**config.mk**
```make
export PLATFORM = sky130hd
export DESIGN_NAME = ticket_call_scheduler
export DESIGN_NICKNAME = d
export VERILOG_FILES = /design/src/rtl/bank_ticket_pkg.sv /design/src/rtl/ticket_fifo.sv /design/src/rtl/ticket_call_scheduler.sv
export SDC_FILE = /design/constraint.sdc
export NUM_CORES = 1
export LEC_CHECK = 0
export ABC_AREA = 1
export CORE_UTILIZATION = 25
export CTS_CLUSTER_SIZE = 24
export DETAILED_ROUTE_END_ITERATION = 8
export PLACE_DENSITY_LB_ADDON = 0.08
export SYNTH_ARGS = -nofsm -noshare
export SYNTH_HDL_FRONTEND = slang
export SYNTH_SLANG_ARGS = --single-unit
```
**constraint.sdc**
```tcl
create_clock -name clk -period 2.7 [get_ports clk]
set_input_delay 0.27 -clock clk [delete_from_list [all_inputs] [get_ports clk]]
set_output_delay 0.27 -clock clk [all_outputs]
set_load 0.05 [all_outputs]
```
**src/rtl/bank_ticket_pkg.sv**
```systemverilog
// Shared definitions for the ticket call scheduler: sizes, service codes,
// FSM encoding and the per-desk service preference table.
package bank_ticket_pkg;

  localparam int NUM_DESK = 4;
  localparam int QDEPTH   = 8;
  localparam int TW       = 7;
  localparam int NUM_SVC  = 3;

  localparam logic [2:0] SVC_GEN  = 3'b001;
  localparam logic [2:0] SVC_LOAN = 3'b010;
  localparam logic [2:0] SVC_CUST = 3'b100;

  typedef enum logic [1:0] {
    ST_IDLE  = 2'd0,
    ST_ARB   = 2'd1,
    ST_SERVE = 2'd2
  } sched_state_t;

  // DESK_ORDER[desk][rank] = service index (0 general, 1 loan, 2 customer)
  localparam logic [3:0][2:0][1:0] DESK_ORDER = {
    {2'd1, 2'd2, 2'd0},   // desk3: G, C, L
    {2'd1, 2'd0, 2'd2},   // desk2: C, G, L
    {2'd0, 2'd2, 2'd1},   // desk1: L, C, G
    {2'd2, 2'd1, 2'd0}    // desk0: G, L, C
  };

  function automatic logic [2:0] svc_onehot(input logic [1:0] idx);
    return 3'b001 << idx;
  endfunction

endpackage

```
**src/rtl/ticket_fifo.sv**
```systemverilog
// Per-service ticket queue; head is read combinationally so the arbiter can
// latch it in the same cycle it decides which queue to serve.
module ticket_fifo #(
  parameter int DEPTH = 8,
  parameter int W     = 7,
  localparam int AW   = $clog2(DEPTH),
  localparam int CW   = $clog2(DEPTH + 1)
) (
  input  logic          clk,
  input  logic          rst_n,
  input  logic          push,
  input  logic [W-1:0]  push_data,
  input  logic          pop,
  output logic [W-1:0]  head,
  output logic [CW-1:0] count,
  output logic          full,
  output logic          empty
);

  logic [W-1:0]  mem [DEPTH];
  logic [AW-1:0] wr_ptr_reg;
  logic [AW-1:0] rd_ptr_reg;
  logic [CW-1:0] count_reg;
  logic          do_push;
  logic          do_pop;

  assign full    = (count_reg == CW'(DEPTH));
  assign empty   = (count_reg == '0);
  assign do_push = push && !full;
  assign do_pop  = pop && !empty;
  assign head    = mem[rd_ptr_reg];
  assign count   = count_reg;

  always_ff @(posedge clk) begin
    if (do_push) mem[wr_ptr_reg] <= push_data;
  end

  // Pointers wrap naturally; DEPTH is expected to be a power of two.
  always_ff @(posedge clk or negedge rst_n) begin
    if (!rst_n) begin
      wr_ptr_reg <= '0;
      rd_ptr_reg <= '0;
      count_reg  <= '0;
    end else begin
      if (do_push) wr_ptr_reg <= wr_ptr_reg + AW'(1);
      if (do_pop)  rd_ptr_reg <= rd_ptr_reg + AW'(1);
      count_reg <= count_reg + CW'(do_push) - CW'(do_pop);
    end
  end

endmodule

```
**src/rtl/ticket_call_scheduler.sv**
```systemverilog
// Issues numbered tickets into three service queues and serves desk calls
// round-robin, each desk draining queues in its own preference order.
module ticket_call_scheduler #(
  parameter int NUM_DESK = bank_ticket_pkg::NUM_DESK,
  parameter int QDEPTH   = bank_ticket_pkg::QDEPTH,
  parameter int TW       = bank_ticket_pkg::TW,
  localparam int CW      = $clog2(QDEPTH + 1)
) (
  input  logic                clk,
  input  logic                rst_n,
  input  logic [2:0]          issue_req,
  output logic                issue_valid,
  output logic [TW-1:0]       issue_ticket,
  output logic                issue_reject,
  input  logic [NUM_DESK-1:0] call_req,
  output logic                call_valid,
  output logic [1:0]          call_desk,
  output logic [TW-1:0]       call_ticket,
  output logic [2:0]          call_service,
  output logic                call_none,
  output logic [CW-1:0]       wait_gen,
  output logic [CW-1:0]       wait_loan,
  output logic [CW-1:0]       wait_cust
);

  import bank_ticket_pkg::*;

  logic [NUM_SVC-1:0] push_vec;
  logic [NUM_SVC-1:0] pop_vec;
  logic [NUM_SVC-1:0] full_vec;
  logic [NUM_SVC-1:0] empty_vec;
  logic [TW-1:0]      head_arr  [NUM_SVC];
  logic [CW-1:0]      count_arr [NUM_SVC];

  logic          issue_onehot;
  logic [1:0]    issue_idx;
  logic          issue_accept;
  logic [TW-1:0] next_ticket_reg;
  logic          issue_valid_reg;
  logic          issue_reject_reg;
  logic [TW-1:0] issue_ticket_reg;

  sched_state_t        state_reg, state_next;
  logic [NUM_DESK-1:0] pending_reg;
  logic [NUM_DESK-1:0] pending_clear;
  logic [1:0]          last_desk_reg;
  logic [1:0]          sel_desk_reg;
  logic [1:0]          sel_svc_reg;
  logic                sel_none_reg;
  logic [1:0]          arb_desk;
  logic [1:0]          arb_svc;
  logic                arb_none;
  logic                desk_found;
  logic [1:0]          cand_desk;
  logic [1:0]          cand_svc;

  logic          call_valid_reg;
  logic [1:0]    call_desk_reg;
  logic [TW-1:0] call_ticket_reg;
  logic [2:0]    call_service_reg;
  logic          call_none_reg;

  // Only clean one-hot requests are accepted; anything else is ignored.
  always_comb begin
    issue_onehot = 1'b0;
    issue_idx    = 2'd0;
    case (issue_req)
      SVC_GEN:  begin issue_onehot = 1'b1; issue_idx = 2'd0; end
      SVC_LOAN: begin issue_onehot = 1'b1; issue_idx = 2'd1; end
      SVC_CUST: begin issue_onehot = 1'b1; issue_idx = 2'd2; end
      default:  ;
    endcase
  end

  // Fullness comes from registered occupancy, so a same-cycle pop never frees a slot.
  assign issue_accept = issue_onehot && !full_vec[issue_idx];

  genvar gi;
  generate
    for (gi = 0; gi < NUM_SVC; gi++) begin : g_svc
      assign push_vec[gi] = issue_accept && (issue_idx == 2'(gi));
      assign pop_vec[gi]  = (state_reg == ST_SERVE) && !sel_none_reg &&
                            (sel_svc_reg == 2'(gi));
      ticket_fifo #(
        .DEPTH (QDEPTH),
        .W     (TW)
      ) u_fifo (
        .clk       (clk),
        .rst_n     (rst_n),
        .push      (push_vec[gi]),
        .push_data (next_ticket_reg),
        .pop       (pop_vec[gi]),
        .head      (head_arr[gi]),
        .count     (count_arr[gi]),
        .full      (full_vec[gi]),
        .empty     (empty_vec[gi])
      );
    end
    for (gi = 0; gi < NUM_DESK; gi++) begin : g_desk
      assign pending_clear[gi] = (state_reg == ST_SERVE) && (sel_desk_reg == 2'(gi));
    end
  endgenerate

  always_ff @(posedge clk or negedge rst_n) begin
    if (!rst_n) begin
      next_ticket_reg  <= TW'(1);
      issue_valid_reg  <= 1'b0;
      issue_reject_reg <= 1'b0;
      issue_ticket_reg <= '0;
    end else begin
      issue_valid_reg  <= issue_accept;
      issue_reject_reg <= issue_onehot && full_vec[issue_idx];
      if (issue_accept) begin
        issue_ticket_reg <= next_ticket_reg;
        next_ticket_reg  <= (next_ticket_reg == '1) ? TW'(1) : next_ticket_reg + TW'(1);
      end
    end
  end

  always_ff @(posedge clk or negedge rst_n) begin
    if (!rst_n) state_reg <= ST_IDLE;
    else        state_reg <= state_next;
  end

  // Round-robin desk pick starts just after the last served desk.
  always_comb begin
    state_next = state_reg;
    arb_desk   = last_desk_reg;
    arb_svc    = 2'd0;
    arb_none   = 1'b1;
    desk_found = 1'b0;
    cand_desk  = 2'd0;
    cand_svc   = 2'd0;
    for (int k = 1; k <= NUM_DESK; k++) begin
      cand_desk = 2'((int'(last_desk_reg) + k) % NUM_DESK);
      if (!desk_found && pending_reg[cand_desk]) begin
        desk_found = 1'b1;
        arb_desk   = cand_desk;
      end
    end
    for (int k = 0; k < NUM_SVC; k++) begin
      cand_svc = DESK_ORDER[arb_desk][2'(k)];
      if (arb_none && !empty_vec[cand_svc]) begin
        arb_none = 1'b0;
        arb_svc  = cand_svc;
      end
    end
    case (state_reg)
      ST_IDLE:  if (|pending_reg) state_next = ST_ARB;
      ST_ARB:   state_next = ST_SERVE;
      ST_SERVE: state_next = ST_IDLE;
      default:  state_next = ST_IDLE;
    endcase
  end

  // Call results are latched at the end of ARB so they are visible during SERVE.
  always_ff @(posedge clk or negedge rst_n) begin
    if (!rst_n) begin
      pending_reg      <= '0;
      last_desk_reg    <= 2'(NUM_DESK - 1);
      sel_desk_reg     <= 2'd0;
      sel_svc_reg      <= 2'd0;
      sel_none_reg     <= 1'b1;
      call_valid_reg   <= 1'b0;
      call_desk_reg    <= 2'd0;
      call_ticket_reg  <= '0;
      call_service_reg <= 3'b000;
      call_none_reg    <= 1'b0;
    end else begin
      pending_reg    <= (pending_reg | call_req) & ~pending_clear;
      call_valid_reg <= 1'b0;
      if (state_reg == ST_ARB) begin
        sel_desk_reg     <= arb_desk;
        sel_svc_reg      <= arb_svc;
        sel_none_reg     <= arb_none;
        call_valid_reg   <= 1'b1;
        call_desk_reg    <= arb_desk;
        call_none_reg    <= arb_none;
        call_ticket_reg  <= arb_none ? '0 : head_arr[arb_svc];
        call_service_reg <= arb_none ? 3'b000 : svc_onehot(arb_svc);
      end
      if (state_reg == ST_SERVE) last_desk_reg <= sel_desk_reg;
    end
  end

  assign issue_valid  = issue_valid_reg;
  assign issue_reject = issue_reject_reg;
  assign issue_ticket = issue_ticket_reg;
  assign call_valid   = call_valid_reg;
  assign call_desk    = call_desk_reg;
  assign call_ticket  = call_ticket_reg;
  assign call_service = call_service_reg;
  assign call_none    = call_none_reg;
  assign wait_gen     = count_arr[0];
  assign wait_loan    = count_arr[1];
  assign wait_cust    = count_arr[2];

endmodule

```
==> reports/qor.yml <==
run_status:
  status: "finished clean"
final_layout:
  nNetsFinal: 1070
  drive_gt1_frac: 0.145
  fin_util: 0.311
  n_fill_cell: 4186
  area_growth_syn_to_layout_pct: 23.1
  largest_register_ff_count: 168
  num_antenna_cells: 0
global_route:
  grt_pass1_vias: 7225
  grt_max_degree: 38
  antenna_found_initial: 0
  grt_use_total: 0.138
  grt.overflow.total: 0
  grt_pass1_wl_mm: 43.8
die:
  die_area_um2: 42100
  die_h_um: 205
  start_util: 0.253
  core_um2: 40800
  rows: 74
  die_w_um: 205
  ioPinCount: 44
sta:
  grt_setup_unrepaired: "no"
  finalMaxSlewViolations: 0
  skew_ns: 0.0193
  fmax_ghz: 0.402
  tightest_slew_ns: 0.631
  setup_violations: 0
  min_period_ns: 2.49
  maxSlewHeadroom: 0.578
  fin_crit_sh: 0.921
  fin_setup_tns_ns: 0
  hold_viol: 0
yosys:
  yosys_most_used_dff: "edfxtp_1"
  yosysUniqueCellTypes: 41
  synth.cell_area_um2: 10300
  synth_edf_count: 168
  synthCells: 922
  syn_nets: 959
  yosys_warnings: 0
  synth_top_area_share: 0.488
  synth_commonest_cells: "edfxtp_1 (168), nand2_1 (139), nor2_1 (134)"
  async_flop_share: 0.297
  yosys.area.top_type: "edfxtp_1"
  yosysSeqAreaShare: 0.661
  synth_most_common_cell: "edfxtp_1"
  synth.ff_latch_count: 239
  ys_top_cells_by_area: "edfxtp_1 (49%), dfrtp_1 (16%), o21ai_0 (5.6%)"
  syn_area_per_cell_um2: 11.2
power_and_ir_drop:
  peakVddDrop_mv: 0.555
  p_leak_nw: 4.89
  finalPower_w: 0.0159
  power_density_nw_per_um2: 1250
detailed_routing:
  first_pass_iters: 4
  wl_per_cell_um: 17.8
  drt-total-wl_mm: 28.2
  vias: 6994
  drt_iter0_markers: 406
  drc: 0
  ant_nets: 0
  vias_per_cell: 4.41
clock_tree:
  clk_path_buf_depth: 3
  clock_latency_ns: 0.55
  clkTransAtPathRegs_ns: 0.06
  cts_tree: "built"
  clkSinkCount: 239
  cts_buffers: 28
  cts-root-buf: "clkbuf_16"
  ctsHtreeMaxLevel: 1
flow_run:
  drv_cap: 0
placement:
  place_congestion: 0.779
  dp_hpwl_mm: 18.9
  port_buffers: 43
critical_path:
  critPathMaxFanout: 11
  r2r_setup_slack_ns: 0.21
  worstPathRequired_ns: 3.12
  worstSetupEndpointType: "flop"
  crit_path_start_kind: "flop"
  arrival_ns: 2.90
  path_class: "flop to flop"
hold_path:
  hold_path.class: "primary input to async pin"
## cell usage in the layout (no fill, tap or decap), drive strengths merged, types with 5 or more instances in the layout
master,netlist,routed
ha,25,25
xnor2,6,6
clkinv,2,14
inv,77,77
clkbuf,22,36
clkdlybuf4s50,0,42
a31oi,10,10
a21oi,11,11
nor3,5,5
buf,6,66
dfrtp,67,67
o221ai,14,14
o22ai,21,21
o21ai,118,118
xor2,11,11
nand2,151,151
edfxtp,168,168
nand4,5,5
nand3,43,43
nor2,139,139
## power breakdown
group          internal (W)  switching (W)
sequential          0.00495       0.000439
combinational       0.00220        0.00484
clock               0.00200        0.00152
total               0.00915        0.00680
## worst max-delay path: stages, from the launching register on
cell and delay (ns):
dfstp_2 0.58, inv_2 0.11, nand2_1 0.07, nand2_1 0.10, nand2_1 0.10, nand2_2 0.09, or2_4 0.25, nand3_4 0.12
nand2_4 0.09, nor2_4 0.12, nand2_1 0.09, inv_2 0.06, nor2_2 0.04, nand3_4 0.11, buf_12 0.13, nand3_1 0.07
nand3_1 0.15, nand3_1 0.08
## final timing paths
check,start,depth (start not counted),end
max,last_desk_reg[0]$_DFFE_PN1N_,17,call_ticket[6]$_DFFE_PN0P_
min,rst_n,2,pending_reg[1]$_DFF_PN0_
max reg2reg,last_desk_reg[0]$_DFFE_PN1N_,17,call_ticket[6]$_DFFE_PN0P_
min reg2reg,issue_ticket[1]$_DFFE_PN0N_,2,issue_ticket[1]$_DFFE_PN0N_
max in group asynchronous,rst_n,3,next_ticket_reg[0]$_DFFE_PN1N_
min in group clk,call_req[3],3,pending_reg[3]$_DFF_PN0_
## timing repair
action	CTS	global route
endpoints found under the setup margin	0	37
endpoints found under the hold margin	31	0
hold buffers	1	0
buffers inserted	0	1
resized for setup	0	3
## per-stage QoR
step / area (um2) / cells / hold slack [ns] / worst slack [ns]
global placement: 11800 / 1533 / 0.290 / 0.0437
CTS: 12700 / 1585 / 0.246 / 0.159
global route: 12700 / 1586 / 0.304 / 0.00246
detailed placement: 11800 / 1533 / 0.289 / -0.0211
floorplan: 10400 / 922 / -0.0256 / -0.0772
finish: 12700 / 1586 / 0.255 / 0.215
## cell type report
type,count,area (um2),area share
clock buffer,36,731,0.0575
clock inverter,15,110,0.00866
inverter,79,297,0.0233
multi-input combinational,576,3130,0.246
sequential,239,6830,0.537
tap,532,666,0.0524
timing repair buffer,109,951,0.0748
## kinds of logic (layout without fill, tap and decap cells)
family	after synthesis	after routing	share of synthesized area
buffers and inverters	107	239	0.0400
AND/OR/NAND/NOR	351	351	0.150
XOR/XNOR	17	17	0.0144
flip-flops	239	239	0.661
AO/OA/AOI/OAI	180	180	0.0985
adder cells (fa/ha/maj)	28	28	0.0361
## per-layer routing
layer  share of wire  routed length, um  global-route usage
met1            0.50              14000               0.201
met2            0.45              12600               0.215
met3           0.032                897              0.0176
met4           0.025                709              0.0354
met5               0                  0                   0
No activity file was read; power rests on OpenSTA's default activity.
==> RTL edit, RTL diff (config.mk and constraints unchanged) <==
Set the package constant `QDEPTH` to 16 (it was 8).
--- a/src/rtl/bank_ticket_pkg.sv
+++ b/src/rtl/bank_ticket_pkg.sv
@@ -3,7 +3,7 @@
 package bank_ticket_pkg;
 
   localparam int NUM_DESK = 4;
-  localparam int QDEPTH   = 8;
+  localparam int QDEPTH   = 16;
   localparam int TW       = 7;
   localparam int NUM_SVC  = 3;
 
Interface: changed (resized wait_cust, wait_gen and wait_loan); port bits go from 44 to 47. No check against the original RTL was run, so the function may have changed too.
==> RTL edit against the original RTL <==
Critical path depth decreased by 2. Final cell count increased by 64%. Count of clock-buffer cells in the layout increased by 27. Sequential cell count increased by 177. Critical path type unchanged. Final area increased by 70%. Highest routed layer unchanged. Via count increased by 68%. Largest power group unchanged. Worst setup slack got worse by 49 ps. Wire length increased by 80%. Synthesized area increased by 70%. Sequential share of layout area increased by 2.4 points. Total power increased by 64%.
==> RTL edit: results (changes against the original RTL) <==
In the synthesized netlist, the cells that appear most often are 359 x sky130_fd_sc_hd__nand2_1, 336 x sky130_fd_sc_hd__edfxtp_1, 151 x sky130_fd_sc_hd__a21oi_1, 76 x sky130_fd_sc_hd__dfrtp_1, 76 x sky130_fd_sc_hd__inv_1. The count of flip-flops with a built-in enable after synthesis came out at 336 (+100%). The via density per instance came out at 4.52 (+2.5%). The worst reg2reg path depth is 15 (-2). The via count of the first global-routing pass was 11,800 (+63%). The average cell area after synthesis came out at 11.9 sq um (+6.3%). The average wire length per cell after detail routing came out at 19.6 um (+10%). The clock latency on the worst-skew pair came to 590 ps (+40 ps).

The number of nets in the finished design came out at 1,674 (+56%). The length of the first detailed-routing pass in iterations is 7 (+3). The run finished with clean final reports.

The count of buffers inserted at the top-level ports came out at 46 (+7.0%). The fraction of final layout cells with drive strength greater than 1 is 15.4% (+0.93 points). The worst slack at placement was -182 ps (-160 ps).

The initial antenna violation count is 1 (+1). The endpoint identified for the worst register-to-register timing path is g_svc[1].u_fifo.count[4]$_DFF_PN0_. The number of nets in the synthesized netlist came out at 1,522 (+59%).

The overall power after layout is 26.2 mW (+64%). The flip-flop count of the largest register after layout is 336 (+100%). The critical path arrival was 3040 ps (+140 ps). The number of resized instances in the post-cts repair step is 1 (+1). For this design, the slowest cell found on the critical path is sky130_fd_sc_hd__dfrtp_2.

The level count of the clock H-tree came to 2 (+1). The first-pass GRT wire length came out at 76,300 um (+74%). The reg-to-reg setup timing slack came out at 170 ps (-50 ps).

In this run the critical register-to-register path is launched from g_svc[1].u_fifo.count[2]$_DFF_PN0_. On the critical path the largest part of the delay comes from adder cells. The count of unique library cells instantiated by Yosys is 42 (+2.4%). The smallest hold slack is 254 ps (-1.03 ps). The area after detailed placement came out at 0.0199 sq mm (+69%).

The sum of routed wire length over all layers came out at 50,900 um (+80%). The instance count after placement with tap cells included is 2,502 (+63%). The highest ir drop seen on vdd is 0.729 mV (+31%). The peak per-stage delay on the critical path came to 390 ps (-190 ps).
[RTL edit: metal layers]
layer	share of wire, %	wire length, um	GRT usage (%)	up-vias
met5	0	0	0	-
met4	1.9	963	4.07	0
met3	4.9	2480	2.98	67
met2	45	22800	22.1	222
met1	48	24700	20.5	5867
li1	-	-	-	5588
[RTL edit: cells by family after synthesis]
group	count (synthesis)	share of synthesized area, %
DFF	416	68.8
adders and majority gates	37	2.76
xor gates and xnor gates	32	1.60
buffers and inverters	158	3.44
AOI/OAI and AO/OA	291	10.3
and+or+nand+nor	542	13.1
[RTL edit: area by class of cell]
class / count / area, sq um
diodes: 2 / 5.00
clock buffers: 63 / 1340
clock inverters: 25 / 208
fillers: 7022 / 47500
inverters: 87 / 327
multi-input cells: 902 / 4920
flip-flops and latches: 416 / 12100
well taps: 931 / 1160
repair buffers: 171 / 1500
[RTL edit: power breakdown]
part	switching (mW)	total, mW	internal, mW	leakage (nW)
sequential	0.664	9.17	8.51	3.95
clock	2.71	6.49	3.78	0.751
combinational	7.37	10.5	3.17	3.29
total	10.7	26.2	15.5	8.00
[RTL edit: worst max path at each step]
stage	to	from	slack [ps]
final	g_svc[1].u_fifo.count[4]$_DFF_PN0_	g_svc[1].u_fifo.count[2]$_DFF_PN0_	170
after global routing	call_ticket[5]$_DFFE_PN0P_	last_desk_reg[0]$_DFFE_PN1N_	-8
after CTS	g_svc[0].u_fifo.count[4]$_DFF_PN0_	g_svc[2].u_fifo.count[2]$_DFF_PN0_	30
after detailed placement	g_svc[0].u_fifo.count[4]$_DFF_PN0_	issue_req[1]	-180
after global placement	g_svc[0].u_fifo.count[4]$_DFF_PN0_	issue_req[2]	-160
after floorplan	g_svc[2].u_fifo.count[4]$_DFF_PN0_	g_svc[2].u_fifo.count[2]$_DFF_PN0_	-30
